[config.mk]
export PLATFORM = sky130hd
export DESIGN_NAME = dac_spi_tx
export DESIGN_NICKNAME = d
export VERILOG_FILES = /design/src/rtl/dac_spi_tx.sv
export SDC_FILE = /design/constraint.sdc
export NUM_CORES = 1
export LEC_CHECK = 0
export BUFFER_PORTS_ARGS = -buffer_cell sky130_fd_sc_hd__buf_2
export CELL_PAD_IN_SITES_DETAIL_PLACEMENT = 0
export CELL_PAD_IN_SITES_GLOBAL_PLACEMENT = 2
export CORE_ASPECT_RATIO = 1.25
export CORE_MARGIN = 5
export CORE_UTILIZATION = 35
export DETAILED_ROUTE_END_ITERATION = 8
export GPL_ROUTABILITY_DRIVEN = 0
export MAX_ROUTING_LAYER = met4
export PLACE_DENSITY_LB_ADDON = 0.1
export SYNTH_ARGS = -nofsm -noshare
export SYNTH_HDL_FRONTEND = slang
export SYNTH_SLANG_ARGS = --single-unit
[constraint.sdc]
create_clock -name sys_clk -period 2.2 [get_ports sys_clk]
set_clock_uncertainty 0.2 [all_clocks]
set_input_delay 0.11 -clock sys_clk [delete_from_list [all_inputs] [get_ports sys_clk]]
set_output_delay 0.11 -clock sys_clk [all_outputs]
set_load 0.02 [all_outputs]
[src/rtl/dac_spi_tx.sv]
// -----------------------------------------------------------------------------
// dac_spi_tx
//
// Serialises the 8-bit DDS waveform sample to an external SPI DAC, one 16-bit
// frame per sample period. A free-running sample timer sets the output rate.
// On each timer tick the current sample is captured (when enabled) and shifted
// out MSB first as {CTRL_BITS, sample, 4'b0000}.
//
// A frame lasts 34*CLK_DIV cycles and goes through these phases:
//   SETUP    (1 half-period)   cs_n low, first bit on din
//   SHIFT_HI (16 half-periods) sclk high, the DAC samples din
//   SHIFT_LO (16 half-periods) sclk low, the next bit is presented
//   HOLD     (1 half-period)   cs_n high before returning to IDLE
//
// Parameters:
//   CLK_DIV     sys_clk cycles per dac_sclk half-period (1..255)
//   SAMPLE_DIV  sys_clk cycles per sample tick (>= 34*CLK_DIV+1 to avoid overrun)
//   CTRL_BITS   DAC command nibble, sent in frame bits [15:12]
//
// Ports:
//   sys_clk    in   system clock
//   sys_rst_n  in   asynchronous active-low reset
//   enable     in   1 = start a frame on each sample tick
//   data_in    in   [7:0] DDS sample, captured only at a tick
//   dac_cs_n   out  DAC chip select, active low
//   dac_sclk   out  DAC serial clock, idles low
//   dac_din    out  DAC serial data, MSB first
//   busy       out  high from frame capture until return to IDLE
//   overrun    out  one-cycle pulse when an enabled tick is dropped while busy
// -----------------------------------------------------------------------------
module dac_spi_tx #(
  parameter int unsigned CLK_DIV    = 2,
  parameter int unsigned SAMPLE_DIV = 100,
  parameter logic [3:0]  CTRL_BITS  = 4'b0000
) (
  input  logic       sys_clk,
  input  logic       sys_rst_n,
  input  logic       enable,
  input  logic [7:0] data_in,
  output logic       dac_cs_n,
  output logic       dac_sclk,
  output logic       dac_din,
  output logic       busy,
  output logic       overrun
);

  localparam int unsigned       TICK_W    = (SAMPLE_DIV > 1) ? $clog2(SAMPLE_DIV) : 1;
  localparam logic [TICK_W-1:0] TICK_LAST = TICK_W'(SAMPLE_DIV - 1);
  localparam logic [7:0]        DIV_LAST  = 8'(CLK_DIV - 1);

  localparam logic [2:0] IDLE     = 3'd0;
  localparam logic [2:0] SETUP    = 3'd1;
  localparam logic [2:0] SHIFT_HI = 3'd2;
  localparam logic [2:0] SHIFT_LO = 3'd3;
  localparam logic [2:0] HOLD     = 3'd4;

  logic [TICK_W-1:0] tick_cnt;
  logic              tick;
  logic [7:0]        div_cnt;
  logic              phase_end;
  logic [4:0]        bit_cnt;
  logic [15:0]       shift_reg;
  logic [2:0]        state;

  assign tick      = (tick_cnt == TICK_LAST);
  assign phase_end = (div_cnt == DIV_LAST);

  // Sample timer: free-running, independent of enable and of the frame FSM.
  // NOTE: every register here uses non-blocking assignments so that all state
  // updates on a clock edge see the pre-edge values; blocking assignments in
  // clocked blocks create order-dependent simulation/synthesis mismatches.
  always_ff @(posedge sys_clk or negedge sys_rst_n) begin
    if (!sys_rst_n) begin
      tick_cnt <= '0;
    end else if (tick) begin
      tick_cnt <= '0;
    end else begin
      tick_cnt <= tick_cnt + 1'b1;
    end
  end

  // Frame FSM. Outputs are set on the transition into each state, so every
  // pin comes straight from a flop and cannot glitch.
  // NOTE: the shift register and counters are ordinary flops, not a memory,
  // so they are cleared by the async reset along with the pins; this keeps a
  // frame aborted by reset from leaking stale bits into the next one.
  always_ff @(posedge sys_clk or negedge sys_rst_n) begin
    if (!sys_rst_n) begin
      state     <= IDLE;
      div_cnt   <= '0;
      bit_cnt   <= '0;
      shift_reg <= '0;
      dac_cs_n  <= 1'b1;
      dac_sclk  <= 1'b0;
      dac_din   <= 1'b0;
      busy      <= 1'b0;
      overrun   <= 1'b0;
    end else begin
      // A tick that arrives while a frame is in flight is dropped, never queued.
      overrun <= tick && enable && (state != IDLE);

      // Every state change happens on phase_end, so wrapping here also gives
      // a fresh half-period count on each state entry.
      div_cnt <= phase_end ? 8'd0 : div_cnt + 8'd1;

      case (state)
        IDLE: begin
          div_cnt <= 8'd0;
          if (tick && enable) begin
            state     <= SETUP;
            shift_reg <= {CTRL_BITS, data_in, 4'b0000};
            bit_cnt   <= 5'd0;
            busy      <= 1'b1;
            dac_cs_n  <= 1'b0;
            dac_sclk  <= 1'b0;
            dac_din   <= CTRL_BITS[3];
          end
        end

        SETUP: begin
          if (phase_end) begin
            state    <= SHIFT_HI;
            dac_sclk <= 1'b1;
          end
        end

        SHIFT_HI: begin
          if (phase_end) begin
            // Falling edge: advance to the next bit so din settles a full
            // half-period before the next rising edge.
            state     <= SHIFT_LO;
            dac_sclk  <= 1'b0;
            bit_cnt   <= bit_cnt + 5'd1;
            shift_reg <= {shift_reg[14:0], 1'b0};
            dac_din   <= shift_reg[14];
          end
        end

        SHIFT_LO: begin
          if (phase_end) begin
            if (bit_cnt == 5'd16) begin
              state    <= HOLD;
              dac_cs_n <= 1'b1;
              dac_din  <= 1'b0;
            end else begin
              state    <= SHIFT_HI;
              dac_sclk <= 1'b1;
            end
          end
        end

        HOLD: begin
          if (phase_end) begin
            state <= IDLE;
            busy  <= 1'b0;
          end
        end

        default: begin
          state    <= IDLE;
          dac_cs_n <= 1'b1;
          dac_sclk <= 1'b0;
          dac_din  <= 1'b0;
          busy     <= 1'b0;
        end
      endcase
    end
  end

endmodule
* Yosys cells after proc, flatten, opt, wreduce, memory -nomap -nowiden
Index checks and enable logic that the tools add are counted.
** Cells by class
- Add/subtract/negate cells :: 3
- Equality and inequality tests :: 14
- Muxes and demuxes :: 31
- Bitwise logic cells :: 4
- Reductions and logical operators :: 14
** Operators with widths (count)
- 15-bit two-way mux :: 2
- 15-bit one-hot mux with 2 select lines :: 1
- 3-bit two-way mux :: 6
- 8-bit two-way mux :: 2
- 3-bit one-hot mux with 5 select lines :: 1
- 2-bit inequality test, second input constant :: 7
- 1-bit two-way mux :: 11
- 5-bit two-way mux :: 2
- 5-bit one-hot mux with 2 select lines :: 1
- 5-bit AND reduction :: 2
- 8-bit by 1-bit adder with 8-bit output, second input constant :: 1
- 8-bit by 1-bit equality test with 1-bit output, second input constant :: 1
- 7-bit by 1-bit adder with 7-bit output, second input constant :: 1
- 7-bit equality test, second input constant :: 1
- 7-bit two-way mux :: 1
- 3-bit by 2-bit equality test with 1-bit output, second input constant :: 2
- 1-bit one-hot mux with 3 select lines :: 2
- 3-bit AND reduction :: 2
- 6-bit AND reduction :: 1
- 3-bit OR reduction :: 2
- 5-bit by 1-bit adder with 5-bit output, second input constant :: 1
- 5-bit equality test, second input constant :: 1
- 1-bit one-hot mux with 5 select lines :: 1
- 1-bit NOT :: 4
- other kinds (9) :: 10
** Storage, ports and cells
- Register bits after elaboration :: 43
- Input port bits :: 11
- Output and inout bits :: 5
- Word-level logic and storage cells :: 76

* Logic depth before layout (Yosys ltp)
Gate-level depths: netlist of the first run.
- Depth in word-level cells :: 4
- Depth in mapped cells :: 8

* Worst setup path before layout of the first run
No wires, ideal clock.
- Path kind :: flip-flop to flip-flop
- From :: register tick_cnt[0]
- To :: register shift_reg[10]
- Library setup time :: 0.125 ns
- Data arrival time :: 1.830 ns
- Data required time :: 1.875 ns
- Slack :: 0.044 ns
- Stages on the path, launching flop included :: 8
- Buffers on the path :: 2
- Period minus slack after synthesis :: 2.156 ns
- Cell sequence :: dfrtp_1 > ha_1 > and4bb_2 > and3_1 > clkbuf_1 > nor2_2 > buf_6 > mux2_4
** On the way
- Longest elaborated chain between the ends :: 4
** RTL lines
- from (decl) :: RTL line 57 : logic [TICK_W-1:0] tick_cnt;
- from (signal assigned) :: RTL line 78 : tick_cnt <= tick_cnt + 1'b1;
- 7-bit equality test :: RTL line 65 : assign tick = (tick_cnt == TICK_LAST);
- 1-bit logical AND :: RTL line 109 : if (tick && enable) begin
- 2-bit inequality test (no source line)
- 3-bit AND reduction (no source line)
- to (signal assigned) :: RTL line 111 : shift_reg <= {CTRL_BITS, data_in, 4'b0000};
- to (signal assigned) :: RTL line 134 : shift_reg <= {shift_reg[14:0], 1'b0};
- to (decl) :: RTL line 62 : logic [15:0] shift_reg;
No other way between the ends.
A chain may end at the register's enable or synchronous reset.

* Worst setup path in the final report of the first run
- From :: register tick_cnt[0]
- To :: register shift_reg[5]
Same word-level chain as after synthesis.

==> impl_results.rst, run 1 <==
.. list-table::
   :header-rows: 1

   * - Metric
     - Value
   * - Run status
     - completed
   * - Biggest area contributors in the synthesized netlist
     - sky130_fd_sc_hd__dfrtp_1 (49%), sky130_fd_sc_hd__mux2_2 (6.4%), sky130_fd_sc_hd__nand3_1 (4.7%), sky130_fd_sc_hd__xor2_1 (3.6%), sky130_fd_sc_hd__nor2_1 (3.5%)
   * - CTS H-tree depth
     - 2
   * - Post-layout net count
     - approximately 220
   * - Initial standard-cell utilization of the core
     - 35.6%
   * - Post-Syn Area
     - 1930 um^2
   * - Setup TNS
     - 0 ns
   * - CP Data Arrival Time
     - approximately 2.0 ns
   * - Longest Clk Path Bufs
     - 2
   * - Buffers on Ports
     - 15
   * - Critical path endpoint category
     - flip-flop
   * - Die boundary height
     - ~93 um
   * - Area fraction in compound gates after synthesis
     - under 10%
   * - Worst Max-Slew Pin Slew
     - between 0.8 and 0.9 ns
   * - Number of placement rows
     - 30
   * - Fin area
     - ~2300 um^2
   * - Post-Place Cell Area
     - 2110 um^2
   * - Leftover overflow at the end of global routing
     - 0
   * - Highest fanout seen on the critical path
     - 13
   * - Diodes inserted
     - 0
   * - Post-detailed-routing wire length
     - between 3000 and 4000 um
   * - RSZ-0062 raised after global routing
     - false
   * - Mean cell area of the mapped netlist
     - about 11 um^2
   * - Synthesized-area fraction occupied by xor and xnor cells
     - around 5.0%
   * - Final-report setup violation count
     - 0
   * - Worst-path cell with the longest stage delay
     - sky130_fd_sc_hd__dfrtp_1
   * - Relative slew slack
     - 42.6%
   * - Max capacitance violation total
     - 0
   * - Share of synthesized flip-flops with an asynchronous set or reset
     - 100%
   * - Min Tclk post-route
     - approximately 2.0 ns
   * - Ratio of routed vias to standard cells
     - 5.18
   * - Fraction of synthesized area in multiplexers
     - between 10% and 20%
   * - Peak ir drop on the vdd network
     - around 0.00023 V
   * - Relative area change from synthesis to final layout
     - 19.7%
   * - DRC violation count after routing
     - 0
   * - DIE WIDTH
     - between 70 and 80 um
   * - Via count
     - ~1.4k
   * - Post-Synthesis Cells
     - 170
   * - Maximum achievable frequency
     - just under 0.5 GHz
   * - Period utilisation layout
     - 92.4%
   * - Number of flip-flops in the largest register
     - 11
   * - P_leak
     - between 0.001 and 0.0015 uW
   * - Commonest non-fill, non-tap cells in the layout
     - sky130_fd_sc_hd__dfrtp_1 (38), sky130_fd_sc_hd__nand3_1 (18), sky130_fd_sc_hd__nor2_1 (18), sky130_fd_sc_hd__buf_2 (15), sky130_fd_sc_hd__mux2_2 (11)
   * - Worst-path clk slew
     - approximately 0.070 ns
   * - Number of warnings issued by yosys
     - 0
   * - Hold Vio Cnt, Final
     - 0
   * - Number of distinct library cells after synthesis
     - 40
   * - Required time worst endpoint
     - approximately 2.2 ns
   * - Placeable core region
     - ~5400 um^2
   * - Clock Root Buffer
     - sky130_fd_sc_hd__clkbuf_8
   * - Number of DRC markers in iteration 0
     - between 60 and 70
   * - Die outline area
     - 7090 um^2
   * - Largest delay contributor family on the critical path
     - simple AND/OR/NAND/NOR gates
   * - Cell chain of the critical path
     - ha_1 > and4bb_2 > and3_1 > nor2_2 > buf_4 > mux2_2
   * - Type of the setup path with the least slack
     - reg2reg
   * - Hold Path Class
     - in2reg
   * - HPWL after DPL
     - 2780 um
   * - Synthesized-area fraction occupied by adder cells
     - 3.25%
   * - Number of search-and-repair iterations in the first detailed-routing pass
     - 4
   * - Inserted Clock Buffers
     - 5
   * - Io pins
     - 16
   * - Most common cell after layout, fill and taps aside
     - sky130_fd_sc_hd__dfrtp_1
   * - Dominant register cell in the synthesized netlist
     - sky130_fd_sc_hd__dfrtp_1
   * - Proportion of layout cells with a drive suffix above 1
     - between 20% and 30%
   * - Net count after synthesis
     - between 150 and 200
   * - Via count of the first global-routing pass
     - 1474
   * - Number of nets still failing antenna checks after routing
     - 0
   * - Largest stage delay on the critical path
     - 0.41 ns
   * - Library cell with the largest summed area after synthesis
     - sky130_fd_sc_hd__dfrtp_1
   * - Ratio of total power to cell area
     - ~560 nW/um^2
   * - Number of storage elements in the synthesis netlist
     - 39
   * - Maximum number of pins on one net before global-route repair
     - 40
   * - Total of fill cells in the finished design
     - ~540
   * - Clock insertion delay at the later pin of the skew report
     - a little under 0.3 ns
   * - Sequential element share of the synthesized area
     - 50.7%
   * - Wire length of the first global-routing pass
     - 6990 um
   * - Area fraction in and, or, nand and nor cells after synthesis
     - a little under a fifth
   * - Largest family of logic cells by synthesized area
     - simple AND/OR/NAND/NOR gates
   * - Routed len/inst
     - approximately 14 um
   * - TritonCTS clock tree
     - built
   * - Num Clock Sinks
     - 39
   * - Share of the synthesized area in the top cell type
     - 49.4%
   * - EDFF count, synth
     - 0
   * - Total global-route track usage
     - around 13%
   * - Slew Viols, Final
     - 0
   * - Kind of launch point of the worst setup path
     - flip-flop
   * - CP bufs+invs
     - 1
   * - Number of antenna violations at the first check in global routing
     - 0
-- worst reg2reg max path: stages (launching register included) --
cell	delay, ns
sky130_fd_sc_hd__dfrtp_1	0.41
sky130_fd_sc_hd__ha_1	0.22
sky130_fd_sc_hd__and4bb_2	0.26
sky130_fd_sc_hd__and3_1	0.19
sky130_fd_sc_hd__nor2_2	0.08
sky130_fd_sc_hd__buf_4	0.21
sky130_fd_sc_hd__mux2_2	0.35
-- worst paths after layout --
path / slack, ns / to / cells after the start / start
max in group asynchronous: 0.99 / dac_sclk / 2 / sys_rst_n
min in group asynchronous: 0.26 / shift_reg[9] / 2 / sys_rst_n
hold / removal: 0.12 / overrun / 4 / enable
hold reg to reg: 0.27 / dac_cs_n / 2 / dac_cs_n
setup / recovery: 0.17 / shift_reg[5] / 6 / tick_cnt[0]
setup reg to reg: 0.17 / shift_reg[5] / 6 / tick_cnt[0]
-- cell families after synthesis --
group | count (synthesis)
compound gates | 26
buf+inv | 12
mux | 16
flops | 39
simple gates | 61
xor+xnor | 11
fa+ha+maj | 5
-- synthesized netlist by cell type (4+ instances only) --
cell and instances:
sky130_fd_sc_hd__nor2_1 18, sky130_fd_sc_hd__nand3_1 18, sky130_fd_sc_hd__nand2_1 4, sky130_fd_sc_hd__ha_1 5, sky130_fd_sc_hd__and3_1 7, sky130_fd_sc_hd__a22o_1 5
sky130_fd_sc_hd__o21ai_0 6, sky130_fd_sc_hd__dfrtp_1 38, sky130_fd_sc_hd__mux2_2 11, sky130_fd_sc_hd__inv_1 7, sky130_fd_sc_hd__xor2_1 8, sky130_fd_sc_hd__mux2_4 4
-- area by class of cell --
cell class,count,area [um^2],share of cell area (%)
tap,64,80.1,3.47
timing repair buffer,33,233,10.1
inverter,7,26.3,1.14
sequential,39,977,42.4
clock inverter,1,7.51,0.326
clock buffer,7,96.3,4.18
multi-input combinational,119,885,38.4
-- where the power goes --
part,internal [uW],total (uW),switching (uW),leakage (uW)
logic,21.3,40.1,18.8,0.000500
clock network,285,541,255,0.0000505
registers,716,716,0,0.000496
-- routing by layer --
layer / wire (um) / vias to the layer above / GRT usage (%)
met1: 1780 / 695 / 14.4
met2: 1970 / 17 / 21.1
met3: 90 / 5 / 3.11
met5: 0 / - / -
met4: 63 / 0 / 4.81
li1: - / 681 / -
-- timing repair --
item                      CTS  global route
gates resized for setup     0             0
hold endpoints to repair   46             0
hold buffers                9             0
setup buffers               0             0
-- stage by stage --
step                cells  util [%]  hold slack (ns)  worst slack [ns]  total power (uW)
finish                270      42.6            0.123             0.168              1300
global route          270      42.6            0.134            0.0648              1350
CTS                   270      42.6            0.117             0.150              1320
detailed placement    253      39.1           0.0824             0.163               760
global placement      253      39.1           0.0661             0.205               759
floorplan             170         -           -0.386            0.0444               737
(Power assumes the default switching activity.)
==> run 2: changes to the inputs <==
REMOVE_ABC_BUFFERS = 1   (was unset)
==> impl_results.rst, run 2 (synthesized netlist as in run 1, its figures left out) <==
.. list-table::
   :header-rows: 1

   * - Metric
     - Value
   * - DRC violation count after routing
     - 0 (unchanged)
   * - Commonest non-fill, non-tap cells in the layout
     - sky130_fd_sc_hd__dfrtp_1 (38), sky130_fd_sc_hd__nand3_1 (18), sky130_fd_sc_hd__nor2_1 (18), sky130_fd_sc_hd__buf_2 (15), sky130_fd_sc_hd__mux2_2 (11) (unchanged)
   * - Wire length of the first global-routing pass
     - 7050 um (was 6990 um)
   * - Relative area change from synthesis to final layout
     - 21.0% (was 19.7%)
   * - Slew Viols, Final
     - 0 (unchanged)
   * - Crit Reg-Reg Endpoint
     - shift_reg[5] (unchanged)
   * - Setup Buffers After CTS
     - 0 (unchanged)
   * - Total global-route track usage
     - 12.6% (was 12.5%)
   * - Die boundary height
     - 92.9 um (unchanged)
   * - Post-detailed-routing wire length
     - 3990 um (was 3910 um)
   * - Inserted Clock Buffers
     - 5 (unchanged)
   * - Hold Path Class
     - in2reg (unchanged)
   * - Ratio of total power to cell area
     - 589 nW/um^2 (was 563 nW/um^2)
   * - Logic pwr share
     - 3.0% (was 3.1%)
   * - Setup ws final
     - 0.196 ns (was 0.168 ns)
   * - HPWL after DPL
     - 2830 um (was 2780 um)
   * - Number of antenna violations at the first check in global routing
     - 0 (unchanged)
   * - Final-report setup violation count
     - 0 (unchanged)
   * - RSZ-0062 raised after global routing
     - false (unchanged)
   * - Placeable core region
     - 5410 um^2 (unchanged)
   * - Via count of the first global-routing pass
     - 1426 (was 1474)
   * - Cell depth of the worst hold path
     - 4 (unchanged)
   * - Number of search-and-repair iterations in the first detailed-routing pass
     - 4 (unchanged)
   * - Setup TNS
     - 0 ns (unchanged)
   * - Highest fanout seen on the critical path
     - 13 (unchanged)
   * - Initial standard-cell utilization of the core
     - 35.6% (unchanged)
   * - Most common cell after layout, fill and taps aside
     - sky130_fd_sc_hd__dfrtp_1 (unchanged)
   * - Source of the worst hold timing path
     - enable (unchanged)
   * - Fraction of power spent switching nets
     - 21.2% (was 21.1%)
   * - Diodes inserted
     - 0 (unchanged)
   * - Min Tclk post-route
     - 2.00 ns (was 2.03 ns)
   * - Kind of launch point of the worst setup path
     - flip-flop (unchanged)
   * - Leftover overflow at the end of global routing
     - 0 (unchanged)
   * - TritonCTS clock tree
     - built (unchanged)
   * - Run status
     - completed (unchanged)
   * - Worst slack at placement
     - 0.183 ns (was 0.163 ns)
   * - Reg-to-reg slack, setup
     - 0.20 ns (was 0.17 ns)
   * - Maximum achievable frequency
     - 0.499 GHz (was 0.492 GHz)
   * - Ratio of routed vias to standard cells
     - 5.15 (was 5.18)
   * - Peak ir drop on the vdd network
     - 0.000321 V (was 0.000233 V)
   * - Clock share of power
     - 44.8% (was 41.7%)
   * - Total of fill cells in the finished design
     - 515 (was 536)
   * - Required time worst endpoint
     - 2.18 ns (about the same)
   * - Io pins
     - 16 (unchanged)
   * - Max capacitance violation total
     - 0 (unchanged)
   * - Post-Layout Cell Count
     - 270 (unchanged)
   * - Worst Hold Endpoint
     - overrun (unchanged)
   * - DIE WIDTH
     - 76.3 um (unchanged)
   * - Clock Root Buffer
     - sky130_fd_sc_hd__clkbuf_8 (unchanged)
   * - Die outline area
     - 7090 um^2 (unchanged)
   * - Num Clock Sinks
     - 39 (unchanged)
   * - Longest Clk Path Bufs
     - 2 (unchanged)
   * - Placed Instances
     - 253 (unchanged)
   * - Buffers on Ports
     - 15 (unchanged)
   * - Relative slew slack
     - 40.3% (was 42.6%)
   * - Maximum number of pins on one net before global-route repair
     - 40 (unchanged)
   * - Worst Max-Slew Pin Slew
     - 0.895 ns (was 0.861 ns)
   * - Worst-path clk slew
     - 0.08 ns (was 0.07 ns)
   * - Cell internal pwr
     - 1080 uW (was 1020 uW)
   * - Number of nets still failing antenna checks after routing
     - 0 (unchanged)
   * - Proportion of layout cells with a drive suffix above 1
     - 25.7% (unchanged)
   * - Number of DRC markers in iteration 0
     - 56 (was 66)
   * - Post-layout net count
     - 221 (unchanged)
   * - Number of flip-flops in the largest register
     - 11 (unchanged)
   * - Period utilisation layout
     - 91.1% (was 92.4%)
   * - CTS H-tree depth
     - 2 (unchanged)
   * - Sequential share of power
     - 52.2% (was 55.2%)
   * - Via count
     - 1391 (was 1398)
   * - Routed len/inst
     - 14.8 um (was 14.5 um)
   * - CP Data Arrival Time
     - 1.99 ns (was 2.01 ns)
   * - P_leak
     - 0.00106 uW (was 0.00105 uW)
   * - Worst reg2reg startpoint
     - tick_cnt[0] (unchanged)
   * - Clock insertion delay at the later pin of the skew report
     - 0.29 ns (about the same)
   * - FF-to-FF path depth
     - 6 (unchanged)
   * - Critical path endpoint category
     - flip-flop (unchanged)
   * - Hold Vio Cnt, Final
     - 0 (unchanged)
   * - Number of placement rows
     - 30 (unchanged)
   * - Type of the setup path with the least slack
     - reg2reg (unchanged)
   * - Switching pwr
     - 290 uW (was 274 uW)
[run 2: stage by stage]
stage | hold WS (ns) | utilization (%) | cell area (um^2) | total power [uW]
after floorplan | -0.386 | - | 1890 | 737
after global placement | 0.0864 | 39.3 | 2120 | 760
after detailed placement | 0.0865 | 39.3 | 2120 | 760
after CTS | 0.146 | 43.1 | 2330 | 1390
after global routing | 0.167 | 43.1 | 2330 | 1430
final | 0.145 | 43.1 | 2330 | 1370
[run 2: per-layer routing]
metal  up-vias  share of wire, %  global-route usage (%)
met2        16                49                    19.4
met3         6               2.3                    3.21
li1        683                 -                       -
met5         -                 0                       -
met4         0               1.5                    4.37
met1       686                47                    16.2
[run 2: cell type report]
class                      count  area [um^2]  area share [%]
clock inverter                 3         47.5            2.04
clock buffer                   5         68.8            2.95
timing repair buffer          33          245            10.5
inverter                       7         26.3            1.13
sequential                    39          977            41.9
tap                           64         80.1            3.44
multi-input combinational    119          885            38.0
[run 2: critical path, stage by stage, from the launching register on]
cell and delay, ns:
sky130_fd_sc_hd__dfrtp_1 0.41, sky130_fd_sc_hd__ha_1 0.22, sky130_fd_sc_hd__and4bb_2 0.26, sky130_fd_sc_hd__and3_1 0.19, sky130_fd_sc_hd__nor2_2 0.13, sky130_fd_sc_hd__buf_12 0.16, sky130_fd_sc_hd__mux2_2 0.33
[run 2: power groups by stage]
stage / registers, uW / logic [uW] / clock network, uW
final: 716 / 40.8 / 615
after CTS: 716 / 42.5 / 634
after detailed placement: 730 / 30.0 / 0
after global placement: 730 / 29.6 / 0
after floorplan: 731 / 6.01 / 0
after global routing: 716 / 48.0 / 668
[run 2: worst max path at each step]
stage / startpoint / end / slack, ns / cells past startpoint
6_report: tick_cnt[0] / shift_reg[5] / 0.20 / 6
5_1_grt: tick_cnt[0] / shift_reg[5] / 0.11 / 6
4_1_cts: tick_cnt[0] / shift_reg[5] / 0.18 / 6
3_5_place_dp: tick_cnt[0] / shift_reg[5] / 0.18 / 6
3_3_place_gp: tick_cnt[0] / shift_reg[6] / 0.22 / 6
2_1_floorplan: tick_cnt[0] / shift_reg[5] / -0.03 / 5
[run 2: repair_timing]
item | in CTS | in global routing
hold buffers | 9 | 0
resized for setup | 0 | 0
endpoints found under the setup margin | 0 | 0
hold endpoints to repair | 46 | 0
